[config.mk]
export PLATFORM = sky130hd
export DESIGN_NAME = spi_xact_arb
export DESIGN_NICKNAME = d
export VERILOG_FILES = /design/src/rtl/quad_pkg.sv /design/src/rtl/spi_xact_arb.sv
export SDC_FILE = /design/constraint.sdc
export NUM_CORES = 1
export LEC_CHECK = 0
export CAP_MARGIN = 20
export CORE_MARGIN = 2
export CORE_UTILIZATION = 30
export CTS_CLUSTER_SIZE = 14
export DETAILED_ROUTE_END_ITERATION = 16
export GPL_TIMING_DRIVEN = 0
export SLEW_MARGIN = 20
export SYNTH_ARGS = -nofsm -noshare
export SYNTH_HDL_FRONTEND = slang
export SYNTH_SLANG_ARGS = --single-unit
export TNS_END_PERCENT = 10
[constraint.sdc]
create_clock -name clk -period 3.7 [get_ports clk]
set_clock_uncertainty 0.05 [all_clocks]
set_input_delay 0.74 -clock clk [delete_from_list [all_inputs] [get_ports clk]]
set_output_delay 0.74 -clock clk [all_outputs]
set_load 0.01 [all_outputs]
[src/rtl/quad_pkg.sv]
// Shared definitions for the QuadCopter SPI arbitration logic.
package quad_pkg;

  // Arbiter FSM states
  typedef enum logic [1:0] {
    IDLE = 2'd0,
    XFER = 2'd1,
    RESP = 2'd2
  } state_t;

  // Transaction owner encoding
  localparam logic OWN_INRT = 1'b0;
  localparam logic OWN_A2D  = 1'b1;

  // Default tuning
  localparam int unsigned DEF_MAX_DEFER = 4;
  localparam int unsigned DEF_TIMEOUT   = 1024;
  localparam int unsigned DEF_TO_W      = 11;

endpackage

[src/rtl/spi_xact_arb.sv]
// Shares one SPI transaction engine between the inertial (flight-critical) and
// A2D requesters. One transaction at a time; read data and a done pulse go back
// to the owner. A defer counter bounds A2D starvation and a timeout counter
// recovers from a hung SPI engine.
module spi_xact_arb
  import quad_pkg::*;
#(
  parameter int unsigned MAX_DEFER = DEF_MAX_DEFER,
  parameter int unsigned TIMEOUT   = DEF_TIMEOUT,
  parameter int unsigned TO_W      = DEF_TO_W
) (
  input  logic        clk,
  input  logic        rst,
  input  logic        req_inrt,
  input  logic [15:0] cmd_inrt,
  output logic        done_inrt,
  output logic [15:0] rd_inrt,
  input  logic        req_a2d,
  input  logic [15:0] cmd_a2d,
  output logic        done_a2d,
  output logic [15:0] rd_a2d,
  output logic        wrt,
  output logic [15:0] cmd,
  input  logic        done_spi,
  input  logic [15:0] rd_spi,
  output logic        busy,
  output logic        err
);

  localparam int unsigned DC_W = (MAX_DEFER > 0) ? $clog2(MAX_DEFER + 1) : 1;

  state_t          state;
  logic            owner;
  logic [DC_W-1:0] defer_cnt;
  logic [TO_W-1:0] to_cnt;
  logic            a2d_wins;
  logic            defer_full;

  // A2D wins when it is the only requester or inertial has used up its deferrals
  always_comb begin
    defer_full = (defer_cnt == DC_W'(MAX_DEFER));
    a2d_wins   = req_a2d & (~req_inrt | defer_full);
  end

  // Arbitration FSM with registered outputs and inline defer/timeout counters
  always_ff @(posedge clk) begin
    if (rst) begin
      state     <= IDLE;
      owner     <= OWN_INRT;
      defer_cnt <= '0;
      to_cnt    <= '0;
      wrt       <= 1'b0;
      cmd       <= 16'h0000;
      busy      <= 1'b0;
      err       <= 1'b0;
      done_inrt <= 1'b0;
      done_a2d  <= 1'b0;
      rd_inrt   <= 16'h0000;
      rd_a2d    <= 16'h0000;
    end else begin
      // Pulsed outputs default low each cycle
      wrt       <= 1'b0;
      done_inrt <= 1'b0;
      done_a2d  <= 1'b0;
      err       <= 1'b0;
      unique case (state)
        IDLE: begin
          if (req_inrt || req_a2d) begin
            owner  <= a2d_wins ? OWN_A2D : OWN_INRT;
            cmd    <= a2d_wins ? cmd_a2d : cmd_inrt;
            wrt    <= 1'b1;
            busy   <= 1'b1;
            to_cnt <= '0;
            state  <= XFER;
            if (a2d_wins) begin
              defer_cnt <= '0;
            end else if (req_a2d && !defer_full) begin
              defer_cnt <= defer_cnt + DC_W'(1);
            end
          end
        end
        XFER: begin
          // A real completion in the same cycle as expiry still delivers data
          if (done_spi) begin
            if (owner == OWN_A2D) begin
              rd_a2d   <= rd_spi;
              done_a2d <= 1'b1;
            end else begin
              rd_inrt   <= rd_spi;
              done_inrt <= 1'b1;
            end
            busy  <= 1'b0;
            state <= RESP;
          end else if (to_cnt == TO_W'(TIMEOUT)) begin
            if (owner == OWN_A2D) begin
              done_a2d <= 1'b1;
            end else begin
              done_inrt <= 1'b1;
            end
            err   <= 1'b1;
            busy  <= 1'b0;
            state <= RESP;
          end else begin
            to_cnt <= to_cnt + TO_W'(1);
          end
        end
        RESP: begin
          // Guaranteed idle gap before the next grant
          state <= IDLE;
        end
        default: begin
          state <= IDLE;
        end
      endcase
    end
  end

endmodule
==> impl_metrics.tcl, run 1 <==
set metrics [dict create \
    fmax_ghz 0.433 \
    holdPathStages 2 \
    cts_tree "done" \
    cpPeakStageDelay_ns 0.61 \
    max_cap_violations 0 \
    sw_frac_of_total_pct 25.1 \
    synthesis.area_sq_um 2910 \
    crit_required_ns 3.91 \
    yosys.area.top_type "dfxtp_1" \
    hold_end "rd_inrt[7]$_SDFFE_PP0P_" \
    gp_congestion 0.791 \
    syn_inst 363 \
    critPathKind "input pin to register" \
    hold_viol 0 \
    port-buffer-count 103 \
    yosys_warnings 0 \
    cp_max_fo 10 \
    power_density_nw_per_um2 431 \
    nets 534 \
    p_leak_nw 1.51 \
    hold_buffers 0 \
    die_area_sq_um 10500 \
    min_path_type "register to register" \
    slowest_stage "o21ai_0" \
    row_count 35 \
    dpl.hpwl_mm 6.27 \
    drtAntennaViolNets 0 \
    pin_count 106 \
    clock-sinks 70 \
    outcome "complete, no violations" \
    synth_area_per_cell_sq_um 8.02 \
    ctsLongestPathBuffers 2 \
    synth_seq_area_share_pct 48.1 \
    track_usage_pct 16.4 \
    synth_nets 420 \
    clk_latency_ns 0.34 \
    maxSlewHeadroom_pct 50.5 \
    grt_max_degree 14 \
    cts_resized 0 \
    fin_setup_tns_ns 0 \
    cp-start-kind "input pin" \
    p_comb_share_pct 15.3 \
    vias 2988 \
    slew_violations 0 \
    wl_per_cell_microns 14.0 \
    internal_power_mw 1.41 \
    peakVddDrop_v 0.000239 \
    synthArstFlopShare_pct 0 \
    antenna_found_initial 0 \
    setup_viol 0 \
    start_util_pct 31.2 \
    worst_setup_path_end_kind "register" \
    post-cts-setup-buffer-count 0 \
    tightest_slew_ns 0.734 \
    clkPwrFrac_pct 41.6 \
    rr_endpoint "cmd[7]$_SDFFE_PP0P_" \
    cts_buffers 9 \
    first_global_vias 2862 \
    regToRegStartpoint "defer_cnt[0]$_SDFFE_PP0P_" \
    drc_errors 0 \
    cts-root-buf "clkbuf_8" \
    synth_edf_count 0 \
    reg2reg_depth 7 \
    area_growth_pct 49.7 \
    chipWidth_microns 103 \
    fin_crit_sh_pct 62.4 \
    post-route-min-period_ns 2.31 \
    arrival_ns 2.52 \
    switchingPower_mw 0.473 \
    grt_setup_unrepaired "false" \
    p_seq_share_pct 43.1 \
    ys_ff_latch 70 \
    via_per_inst 4.89 \
    cts_max_level 3 \
    ys.flop_type "dfxtp_1" \
    grt_overflow 0 \
    path_cells "clkdlybuf4s50_1 > o21ai_0 > clkbuf_1 > nand3_1 > a31oi_1" \
    dr.pass1.iters 4 \
    nFillCells 924 \
    min_from "rd_inrt[7]$_SDFFE_PP0P_" \
    reg2reg_slack_ns 1.73 \
    dieHeight_microns 103 \
    wl_mm 8.58 \
    power_mw 1.88 \
    drive_above_1_share_pct 6.43 \
    clk_pin_slew_ns 0.08 \
    synthTopCellsByArea "dfxtp_1 48%, nand2_1 12%, a21oi_1 7.2%" \
    core_area_sq_um 9330 \
    synth_top_area_share_pct 48.1 \
    grt_pass1_wl_mm 13.6 \
    diodes 0 \
    drt-initial-drc-count 123 \
    synth_cell_types 42 \
]
registers in the layout, indices dropped and copies added, names as in the netlist, 2 cells and up:
register	count
cmd	16
rd_inrt	16
state	2
to_cnt	11
rd_a2d	16
defer_cnt	3
critical path, delay by kind of cell:
family | cells | cell delay (ns)
buf+inv | 2 | 0.90
compound gates | 2 | 0.75
simple gates | 1 | 0.13
layer usage:
layer  wire, microns  GRT usage [%]  share of wire [%]  up-vias
met5               0              0                  0        -
met4              66           4.31               0.77        0
met3             490           5.63                5.7        6
met2            4170           27.4                 49       74
met1            3860           20.3                 45     1405
li1                -              -                  -     1503
cell type report:
cell class / instances / area, sq um / share of cell area, %
multi-input combinational: 259 / 1370 / 31.3
timing repair buffer: 103 / 1030 / 23.7
clock buffer: 10 / 138 / 3.16
tap: 129 / 161 / 3.70
buffer: 29 / 126 / 2.90
sequential: 70 / 1400 / 32.1
inverter: 5 / 18.8 / 0.431
clock inverter: 6 / 116 / 2.67
power by group through the flow:
| stage | clock [mW] | sequential (mW) | combinational, mW |
|---|---|---|---|
| 4_1_cts | 0.795 | 0.811 | 0.289 |
| 2_1_floorplan | 0 | 0.841 | 0.113 |
| 5_1_grt | 0.832 | 0.815 | 0.314 |
| 3_3_place_gp | 0 | 0.827 | 0.286 |
| 6_report | 0.782 | 0.811 | 0.287 |
| 3_5_place_dp | 0 | 0.828 | 0.288 |
worst max-delay path by stage:
stage / startpoint / end / slack (ns) / depth (start not counted)
after CTS: req_a2d / to_cnt[0]$_SDFFE_PP0P_ / 1.36 / 5
after detailed placement: req_a2d / to_cnt[10]$_SDFFE_PP0P_ / 1.03 / 5
after global routing: req_a2d / cmd[12]$_SDFFE_PP0P_ / 1.25 / 6
after global placement: req_a2d / to_cnt[10]$_SDFFE_PP0P_ / 1.02 / 5
after floorplan: done_spi / to_cnt[2]$_SDFFE_PP0P_ / 1.64 / 6
final: req_a2d / to_cnt[10]$_SDFFE_PP0P_ / 1.39 / 5
Yosys cell counts, types with 3 or more instances:
cell	count
nand2_1	90
nor2_1	24
nor3_1	4
nor4_1	4
buf_2	8
ha_1	4
a311oi_1	16
nand3_1	33
o21ai_0	3
inv_1	5
clkbuf_1	19
a21oi_1	42
dfxtp_1	70
a31oi_1	8
cell usage in the layout (no fill, tap or decap), types with 2 or more instances in the layout:
cell type        instances
a21oi_1                 42
a311oi_1                16
a31o_1                   2
a31oi_1                  8
and3_1                   2
and4_1                   2
buf_2                    8
bufinv_16                3
clkbuf_1                19
clkbuf_8                10
clkdlybuf4s50_1        103
dfxtp_1                 70
ha_1                     4
inv_1                    5
inv_6                    2
nand2_1                 90
nand3_1                 33
nand4_1                  2
nor2_1                  24
nor3_1                   4
nor4_1                   4
o21a_1                   2
o21ai_0                  3
stage by stage:
step                      hold slack, ns  setup WS [ns]  utilization [%]  cells  instance area [sq um]
after CTS                          0.409           1.36             46.7    611                   4360
after detailed placement           0.398           1.03             44.0    595                   4110
after global routing               0.430           1.25             46.7    611                   4360
after global placement             0.393           1.02             44.0    595                   4110
final                              0.405           1.39             46.7    611                   4360
after floorplan                    0.417           1.64                -    363                   2910
cell families after synthesis:
kind of cell               Yosys count  share of synthesized area, %
AOI/OAI and AO/OA                   81                          17.9
xor gates and xnor gates             1                         0.301
and+or+nand+nor                    173                          27.0
adders and majority gates            4                          1.72
buffers and inverters               34                          4.98
DFF                                 70                          48.1
Note: power is estimated with default switching activity, not from simulation.
==> run 2: changes to the inputs <==
==> constraint.sdc (replaced) <==
create_clock -name clk -period 2.14 [get_ports clk]
set_clock_uncertainty 0.05 [all_clocks]
set_input_delay 0.428 -clock clk [delete_from_list [all_inputs] [get_ports clk]]
set_output_delay 0.428 -clock clk [all_outputs]
set_load 0.01 [all_outputs]
==> impl_metrics.tcl, run 2 (same netlist as run 1, synthesis figures left out) <==
set metrics [dict create \
    outcome "complete, no violations" \
    cp-startpoint "req_a2d" \
    drive_above_1_share_pct 6.44 \
    endpoint "to_cnt[10]$_SDFFE_PP0P_" \
    first_global_vias 2862 \
    placedCellCount 595 \
    wl_per_cell_microns 14.1 \
    die_area_sq_um 10500 \
    clock-sinks 70 \
    largestRegisters "cmd (16), rd_a2d (16), rd_inrt (16)" \
    fin_setup_tns_ns 0 \
    dieHeight_microns 103 \
    clkPwrFrac_pct 41.7 \
    setup_viol 0 \
    cts_resized 0 \
    start_util_pct 31.2 \
    instances_no_fill 610 \
    power_mw 3.25 \
    core_area_sq_um 9330 \
    port-buffer-count 103 \
    dpl.hpwl_mm 6.27 \
    max_cap_violations 0 \
    grt_pass1_wl_mm 13.6 \
    post-cts-setup-buffer-count 0 \
    power_density_nw_per_um2 747 \
    regToRegStartpoint "defer_cnt[0]$_SDFFE_PP0P_" \
    diodes 0 \
    rr_endpoint "cmd[14]$_SDFFE_PP0P_" \
    drtAntennaViolNets 0 \
    chipWidth_microns 103 \
    grt_max_degree 14 \
    internal_power_mw 2.43 \
    row_count 35 \
    clk_latency_ns 0.35 \
    clk_pin_slew_ns 0.07 \
    dr.pass1.iters 4 \
    grt_setup_unrepaired "false" \
    track_usage_pct 16.4 \
    p_seq_share_pct 43.1 \
    pin_count 106 \
    sw_frac_of_total_pct 25.2 \
    slew_violations 0 \
    vias 2983 \
    cp-start-kind "input pin" \
    antenna_found_initial 0 \
    drc_errors 0 \
    peakVddDrop_v 0.000414 \
    ctsLongestPathBuffers 2 \
    p_leak_nw 1.51 \
    fin_crit_sh_pct 93.7 \
    p_comb_share_pct 15.3 \
    reg2reg_slack_ns 0.28 \
    cts_tree "done" \
    gp_congestion 0.791 \
    wl_mm 8.57 \
    tightest_slew_ns 0.739 \
    drt-initial-drc-count 144 \
    nets 533 \
    worst_setup_path_end_kind "register" \
    area_growth_pct 49.5 \
    reg2reg_depth 7 \
    grt_overflow 0 \
    cts_buffers 9 \
    min_path_type "input pin to register" \
    cp_max_fo 10 \
    hold_viol 0 \
    fin_hold_ws_ns 0.236 \
    critPathKind "input pin to register" \
    cts_max_level 3 \
    cts-root-buf "clkbuf_8" \
    maxSlewHeadroom_pct 50.2 \
    fmax_ghz 0.499 \
    place_area_sq_um 4110 \
    crit_required_ns 2.36 \
    hold_buffers 0 \
    switchingPower_mw 0.821 \
    via_per_inst 4.89 \
    layout_common_cells "103 x clkdlybuf4s50_1, 90 x nand2_1, 70 x dfxtp_1" \
    post-route-min-period_ns 2.01 \
    final_cell_area_sq_um 4360 \
    mostFrequentLayoutCell "clkdlybuf4s50_1" \
    arrival_ns 2.22 \
]
[run 2: cell types whose count changed in the layout (fill, tap and decap cells not counted), sizes merged]
| cell | before | now |
|---|---|---|
| clkbuf | 29 | 28 |
[run 2: worst min path at each step]
stage	start	end	slack [ns]	cells after the start
4_1_cts	done_spi	err$_SDFF_PP0_	0.23	2
3_5_place_dp	rd_inrt[6]$_SDFFE_PP0P_	rd_inrt[6]$_SDFFE_PP0P_	0.40	2
3_3_place_gp	rd_a2d[6]$_SDFFE_PP0P_	rd_a2d[6]$_SDFFE_PP0P_	0.39	2
6_report	done_spi	err$_SDFF_PP0_	0.24	2
2_1_floorplan	to_cnt[8]$_SDFFE_PP0P_	to_cnt[8]$_SDFFE_PP0P_	0.42	1
5_1_grt	done_spi	err$_SDFF_PP0_	0.23	2
[run 2: cell type report]
type / instances / area (sq um)
inverters: 5 / 18.8
plain buffers: 28 / 123
fillers: 926 / 4970
clock buffers: 10 / 138
flip-flops and latches: 70 / 1400
well taps: 129 / 161
repair buffers: 103 / 1030
clock inverters: 6 / 116
multi-input cells: 259 / 1370
[run 2: critical path: stages]
cell and delay [ns]:
clkdlybuf4s50_1 0.46, o21ai_0 0.61, clkbuf_1 0.44, nand3_1 0.13
a31oi_1 0.15
[run 2: metrics by stage]
stage / util [%] / worst slack, ns
2_1_floorplan: - / 0.389
3_3_place_gp: 44.0 / -0.229
3_5_place_dp: 44.0 / -0.218
4_1_cts: 46.7 / 0.117
5_1_grt: 46.7 / 0.00460
6_report: 46.7 / 0.135
[run 2: metal layers]
layer,wire length (microns),global-route usage (%),vias up
met5,0,0,-
met2,4140,27.4,73
met3,489,5.63,8
li1,-,-,1501
met1,3870,20.3,1401
met4,72,4.31,0
[run 2: power groups by stage]
| stage | logic (mW) | clock network, mW | registers (mW) |
|---|---|---|---|
| 6_report | 0.496 | 1.36 | 1.40 |
| 5_1_grt | 0.542 | 1.44 | 1.41 |
| 4_1_cts | 0.500 | 1.37 | 1.40 |
| 3_5_place_dp | 0.498 | 0 | 1.43 |
| 3_3_place_gp | 0.495 | 0 | 1.43 |
| 2_1_floorplan | 0.196 | 0 | 1.45 |
